--- src/rtl/msk_clyde_sbox_col.sv ---
// Masked 4-bit Clyde S-box for one bitslice column: two layers of PINI AND
// gadgets (inb at t, ina at t+1, out at t+2) sequenced by a small FSM.

module msk_clyde_and_pini2 #(
    parameter int d = 2
) (
    input  logic                   clk,
    input  logic                   i_en,
    input  logic [d-1:0]           i_ina,
    input  logic [d-1:0]           i_inb,
    input  logic [d*(d-1)/2-1:0]   i_rnd,
    output logic [d-1:0]           o_out
);
    logic [d-1:0] w_rm    [d];
    logic [d-1:0] w_terms [d];

    for (genvar gi = 0; gi < d; gi++) begin : g_row
        for (genvar gj = 0; gj < d; gj++) begin : g_col
            logic r_u;
            logic r_r;
            logic r_p;

            // Diagonal carries zero randomness, so the uniform term reduces to a_i & b_i.
            if (gi < gj) begin : g_up
                assign w_rm[gi][gj] = i_rnd[gi*d - gi*(gi+1)/2 + gj - gi - 1];
            end else if (gi > gj) begin : g_lo
                assign w_rm[gi][gj] = i_rnd[gj*d - gj*(gj+1)/2 + gi - gj - 1];
            end else begin : g_diag
                assign w_rm[gi][gj] = 1'b0;
            end

            always_ff @(posedge clk) begin
                if (i_en) begin
                    r_u <= i_inb[gj] ^ w_rm[gi][gj];
                    r_r <= w_rm[gi][gj];
                    r_p <= (~i_ina[gi] & r_r) ^ (i_ina[gi] & r_u);
                end
            end

            assign w_terms[gi][gj] = r_p;
        end

        assign o_out[gi] = ^w_terms[gi];
    end
endmodule

module msk_clyde_sbox_col #(
    parameter int d = 2
) (
    input  logic                       clk,
    input  logic                       rst,
    input  logic [4*d-1:0]             in_data,
    input  logic                       in_valid,
    output logic                       in_ready,
    input  logic [2*(d*(d-1)/2)-1:0]   rnd,
    input  logic                       rnd_valid,
    output logic                       rnd_req,
    output logic [4*d-1:0]             out_data,
    output logic                       out_valid,
    input  logic                       out_ready
);
    localparam int N_RND = d*(d-1)/2;

    typedef enum logic [2:0] {
        S_IDLE,
        S_L1B,
        S_L1A,
        S_L2B,
        S_L2A,
        S_DONE
    } state_t;

    state_t         r_state;
    logic [4*d-1:0] r_x;
    logic           r_in_ready;
    logic           r_rnd_req;
    logic           r_out_valid;

    logic           w_en1;
    logic           w_en2;
    logic [d-1:0]   w_x0, w_x1, w_x2, w_x3;
    logic [d-1:0]   w_ga, w_gb, w_gc, w_gd;
    logic [d-1:0]   w_y0, w_y1, w_y2, w_y3;

    always_ff @(posedge clk) begin
        if (rst) begin
            r_state     <= S_IDLE;
            r_in_ready  <= 1'b1;
            r_rnd_req   <= 1'b0;
            r_out_valid <= 1'b0;
        end else begin
            case (r_state)
                S_IDLE: if (in_valid && r_in_ready) begin
                    r_x        <= in_data;
                    r_state    <= S_L1B;
                    r_in_ready <= 1'b0;
                    r_rnd_req  <= 1'b1;
                end
                S_L1B: if (rnd_valid) begin
                    r_state   <= S_L1A;
                    r_rnd_req <= 1'b0;
                end
                S_L1A: begin
                    r_state   <= S_L2B;
                    r_rnd_req <= 1'b1;
                end
                S_L2B: if (rnd_valid) begin
                    r_state   <= S_L2A;
                    r_rnd_req <= 1'b0;
                end
                S_L2A: begin
                    r_state     <= S_DONE;
                    r_out_valid <= 1'b1;
                end
                S_DONE: if (out_ready) begin
                    r_state     <= S_IDLE;
                    r_out_valid <= 1'b0;
                    r_in_ready  <= 1'b1;
                end
                default: begin
                    r_state     <= S_IDLE;
                    r_in_ready  <= 1'b1;
                    r_rnd_req   <= 1'b0;
                    r_out_valid <= 1'b0;
                end
            endcase
        end
    end

    // Enables stay combinational so a stalled L1B/L2B freezes the gadgets in the same cycle.
    assign w_en1 = (r_state == S_L1B && rnd_valid) || (r_state == S_L1A);
    assign w_en2 = (r_state == S_L2B && rnd_valid) || (r_state == S_L2A);

    assign w_x0 = r_x[0*d +: d];
    assign w_x1 = r_x[1*d +: d];
    assign w_x2 = r_x[2*d +: d];
    assign w_x3 = r_x[3*d +: d];

    msk_clyde_and_pini2 #(.d(d)) u_ga (
        .clk(clk), .i_en(w_en1), .i_ina(w_x0), .i_inb(w_x1),
        .i_rnd(rnd[0 +: N_RND]), .o_out(w_ga)
    );
    msk_clyde_and_pini2 #(.d(d)) u_gb (
        .clk(clk), .i_en(w_en1), .i_ina(w_x3), .i_inb(w_x0),
        .i_rnd(rnd[N_RND +: N_RND]), .o_out(w_gb)
    );

    assign w_y1 = w_ga ^ w_x2;
    assign w_y0 = w_gb ^ w_x1;

    msk_clyde_and_pini2 #(.d(d)) u_gc (
        .clk(clk), .i_en(w_en2), .i_ina(w_x3), .i_inb(w_y1),
        .i_rnd(rnd[0 +: N_RND]), .o_out(w_gc)
    );
    msk_clyde_and_pini2 #(.d(d)) u_gd (
        .clk(clk), .i_en(w_en2), .i_ina(w_y1), .i_inb(w_y0),
        .i_rnd(rnd[N_RND +: N_RND]), .o_out(w_gd)
    );

    assign w_y3 = w_gc ^ w_x0;
    assign w_y2 = w_gd ^ w_x3;

    assign out_data  = {w_y3, w_y2, w_y1, w_y0};
    assign in_ready  = r_in_ready;
    assign rnd_req   = r_rnd_req;
    assign out_valid = r_out_valid;
endmodule

--- config.mk ---
export PLATFORM = sky130hd
export DESIGN_NAME = msk_clyde_sbox_col
export DESIGN_NICKNAME = d
export VERILOG_FILES = /design/src/rtl/msk_clyde_sbox_col.sv
export SDC_FILE = /design/constraint.sdc
export NUM_CORES = 1
export LEC_CHECK = 0
export ABC_AREA = 1
export BUFFER_PORTS_ARGS = -buffer_cell sky130_fd_sc_hd__buf_2
export CORE_UTILIZATION = 46
export DETAILED_ROUTE_END_ITERATION = 7
export PLACE_DENSITY_LB_ADDON = 0.05
export SLEW_MARGIN = 20
export SYNTH_ARGS = -nofsm -noshare
export SYNTH_HDL_FRONTEND = slang
export SYNTH_SLANG_ARGS = --single-unit
--- constraint.sdc ---
create_clock -name clk -period 2.1 [get_ports clk]
set_input_delay 0.21 -clock clk [delete_from_list [all_inputs] [get_ports clk]]
set_output_delay 0.21 -clock clk [all_outputs]
set_load 0.03 [all_outputs]
Yosys cells after proc, flatten, opt, wreduce, memory -nomap -nowiden
Index checks and enable logic that the tools add are counted.
W data, S select, Z words.

storage, ports and cells
  word-level logic and storage cells = 141
  output and inout bits = 11
  bits of input ports = 15
  flip-flop bits (word level) = 50

cells by class
  eq/ne operators = 10
  mux-type cells = 13
  reduce and logical (&&, ||, !) cells = 23
  bitwise logic cells = 54

operators by type and width
  cell                  count
  $and A1 B1 Y1         24
  $pmux W3 S6           1
  $reduce_xor A2 Y1     8
  $xor A1 B1 Y1         16
  $mux W3               4
  $not A1 Y1            10
  $reduce_and A3 Y1     3
  $ne A2 B2 Y1 const B  4
  $reduce_or A4 Y1      2
  $xor A2 B2 Y2         4
  $eq A3 B2 Y1 const B  2
  $eq A3 B3 Y1 const B  2
  $pmux W1 S3           2
  $mux W1               5
  $pmux W1 S4           1
  $reduce_and A4 Y1     1
  $reduce_or A2 Y1      2
  $eq A3 B1 Y1 const B  1
  $logic_and A1 B1 Y1   3
  $logic_not A3 Y1      1
  $logic_or A1 B1 Y1    2
  $ne A2 B1 Y1 const B  1
  $reduce_and A2 Y1     1

Longest topological paths before layout
  depth in word-level cells = 5
  gate-level depth with buffers = 9
  mapped depth without buffers = 8

Modules after synthesis
Synthesis repeated with hierarchy kept, for this count alone.

unflattened totals
  cells, all modules = 234
  area, all modules = 2208.4 um^2

modules (own cells, without submodules)
  module               seq. area each (um^2)  cells each  area each (um^2)  instances
  msk_clyde_and_pini2  270.3                  40          386.6             4
  msk_clyde_sbox_col   360.3                  74          661.9             1

Least setup slack after synthesis
OpenSTA, ideal clock, no wires.

  path kind = register to register
  start point = register r_in_ready (netlist: in_ready)
  end point = register r_x[0] (enable)
  cell stages (with the launch flop) = 3
  setup slack = 0.176 ns
  arrival = 1.529 ns
  buffers on the path = 0
  library setup time = 0.395 ns
  period minus slack after synthesis = 1.924 ns
  data required time = 1.705 ns
  path through = dfxtp_1 > nand2_1 > nor4_1

between the ends
  longest elaborated chain between the ends = 2

ends and longest elaborated chain
  item                         RTL line  source
  start: declaration           75        logic r_in_ready;
  start signal: assignment     88        r_in_ready <= 1'b1;
  start signal: assignment     96        r_in_ready <= 1'b0;
  start signal: assignment     118       r_in_ready <= 1'b1;
  $logic_and A1 B1 Y1          93        S_IDLE: if (in_valid && r_in_ready) begin
  $reduce_and A3 Y1 (no line)  n/a
  end signal: assignment       94        r_x <= in_data;
  end: declaration             74        logic [4*d-1:0] r_x;

No other way between the ends.
A chain may end at the register's enable or synchronous reset.

Worst setup path after layout
  start point = register r_x[5]
  end point = output out_data[3]

between the ends
  longest elaborated chain between the ends = 1

ends and longest elaborated chain
  item              RTL line  source
  $xor A2 B2 Y2     148       assign w_y1 = w_ga ^ w_x2;
  end: declaration  58        output logic [4*d-1:0] out_data,

No other way between the ends.

==> out/results.txt <==
port bufs - 25
Worst-path clk slew - 90 ps
grt total ovfl - 0
Rel. slew slack - 0.497
DR DRC count - 4
YS warnings - 0
crit-path max cell delay - 460 ps
area of the multi-input gates - 578 sq um
Routed Wire Length - 3.62 mm
Post-synth ARST share - 0
Post-Route Skew - 3.62 ps
Seq cells post-synth - 50
worst-skew pair later-pin latency - 300 ps
largest net degree at the start of global routing - 20
H-tree level count - 2
status - complete, but fails checks
RSZ-0062 raised after global routing - false
vias in the first global route - 1348
die footprint - 4990 sq um
Worst setup SP type - flop
IO Pins - 26
CTS tree - done
worst-case clock buffer depth - 2
post-CTS sizing - 0
dpl cell area - 2370 sq um
hold-fix buffers at CTS - 0
Die Width - 70.6 um
DP Cell Count - 282
final hold vios - 0
synth unique cells - 20
top post-synthesis cells by area - edfxtp_1, nand2_1, inv_1
cell area after synthesis - 2170 sq um
Max Cap Viol - 0
failing checks - DRC
crit-path cells - xnor2_1 -> inv_1 -> nand2_1 -> nand2_1 -> inv_1 -> buf_2
Crit-path slowest cell - edfxtp_1
ANT cells - 0
most frequent cell after synthesis - nand2_1
Critical Path RT - 1890 ps
core footprint - 4440 sq um
worst slew pin tran - 753 ps
ys flop type - edfxtp_1
Die H - 70.6 um
final period utilization - 0.819
FMAX - 582 MHz
post-synth top area share - 0.610
syn_area_per_cell - 10.6 sq um
area grow syn2layout - 14.4%
Worst VDD drop - 538 uV
DRT iter0 DRCs - 93
Cell Pwr Density - 958 nW/um^2
Post-CTS Setup Bufs - 0
final instance area - 2480 sq um
hold crit path type - primary input to flop
RD Place Congestion - 0.954
CTS sink cnt - 50
GRT Resource Usage Total - 0.166
Starting Density - 0.488
CP Max Fanout - 4
minimum clock period - 1720 ps
antenna-violating nets left - 0
Post-synth EDFFs - 44
leading area contributor after synthesis - edfxtp_1
detailed-placement wirelength estimate - 2.65 mm
total CTS buffers - 5
critical path class - flop to output pin
Top Family by Delay on Critical Path - flip-flops
Filler cells - 399
initial antenna violation count - 0
Nets - 252
post-synthesis sequential area ratio - 0.665
share of post-route cells with drive strength above 1 - 0.181
via count - 1400
row count - 24
TritonRoute pass-1 iters - 6
crit end category - output pin
via-per-instance ratio - 4.83
leak pwr - 1.12 nW
first-pass GRT wire length - 6.13 mm
Final Max Tran Viols - 0
Seq. cell area - 1440 sq um
post-route insts no fill - 290
setup TNS after final layout - 0 ps
Syn Nets - 219
Synth Instances - 204
WP buf/inv - 3
mean routed wirelength per cell - 12.5 um
WP data arrival - 1510 ps
Final Setup Violations - 0
Root Driver - clkbuf_8
synth cell count leaders - nand2_1, edfxtp_1, inv_1
-- logic make-up (layout without fill, tap and decap cells) --
family | count (synthesis) | count (layout) | synth area share
and+or+nand+nor | 84 | 84 | 0.162
DFF | 50 | 50 | 0.665
buffers and inverters | 40 | 74 | 0.0710
xor gates and xnor gates | 18 | 18 | 0.0727
AOI/OAI and AO/OA | 12 | 12 | 0.0294
-- path summary, 6_finish.rpt --
kind                            depth (start not counted)  startpoint                    endpoint  slack, ps
worst max register to register                          3  r_state[0]  u_ga.g_row[0].g_col[0].r_p        480
worst max-delay path                                    6      r_x[5]                 out_data[3]        380
worst min register to register                          2     rnd_req                     rnd_req        450
worst min-delay path                                    1  in_data[0]                      r_x[0]         80
-- per-stage QoR --
stage	hold WS [ps]	total power, mW	setup slack [ps]	util
after floorplan	272	1.61	176	-
after global placement	389	1.72	559	0.534
after detailed placement	388	1.74	481	0.534
after CTS	61.9	2.40	357	0.558
after global routing	50.2	2.51	244	0.558
final	76.5	2.37	380	0.558
-- layout make-up --
cell class,instances,share of cell area
clock buffer,5,0.0277
clock inverter,3,0.0161
inverter,39,0.0590
multi-input combinational,114,0.233
sequential,50,0.581
tap,52,0.0262
timing repair buffer,27,0.0565
-- metal layers --
metal,GRT usage,share of wire
met1,0.208,0.46
met2,0.270,0.49
met3,0.0513,0.033
met4,0.0689,0.017
met5,0,0
-- sequential cells by signal, summed over array words and instances (netlist names) --
name / cells
u_ga.g_row.g_col.r_r: 1
out_valid: 1
u_gb.g_row.g_col.r_r: 1
u_gc.g_row.g_col.r_p: 4
u_ga.g_row.g_col.r_p: 4
in_ready: 1
u_gd.g_row.g_col.r_r: 1
r_state: 3
u_gb.g_row.g_col.r_u: 4
u_gb.g_row.g_col.r_p: 4
u_gc.g_row.g_col.r_r: 1
u_ga.g_row.g_col.r_u: 4
u_gc.g_row.g_col.r_u: 4
rnd_req: 1
u_gd.g_row.g_col.r_u: 4
u_gd.g_row.g_col.r_p: 4
r_x: 8
-- power by group --
group	switching [mW]	internal (mW)	total, mW
registers	0.0620	1.21	1.27
clock network	0.317	0.351	0.668
logic	0.294	0.142	0.436
-- cell usage in the layout, fill, tap and decap left out, drive strengths merged --
| cell type | n |
|---|---|
| nand2 | 57 |
| edfxtp | 44 |
| inv | 38 |
| buf | 27 |
| xnor2 | 14 |
| nand3 | 14 |
| nor2 | 11 |
| o21ai | 9 |
| dfxtp | 6 |
| clkbuf | 5 |
| xor2 | 4 |
| a21oi | 3 |
| clkinv | 3 |
| nor4 | 1 |
| nand4 | 1 |
| bufinv | 1 |
No activity file was read; power rests on OpenSTA's default activity.
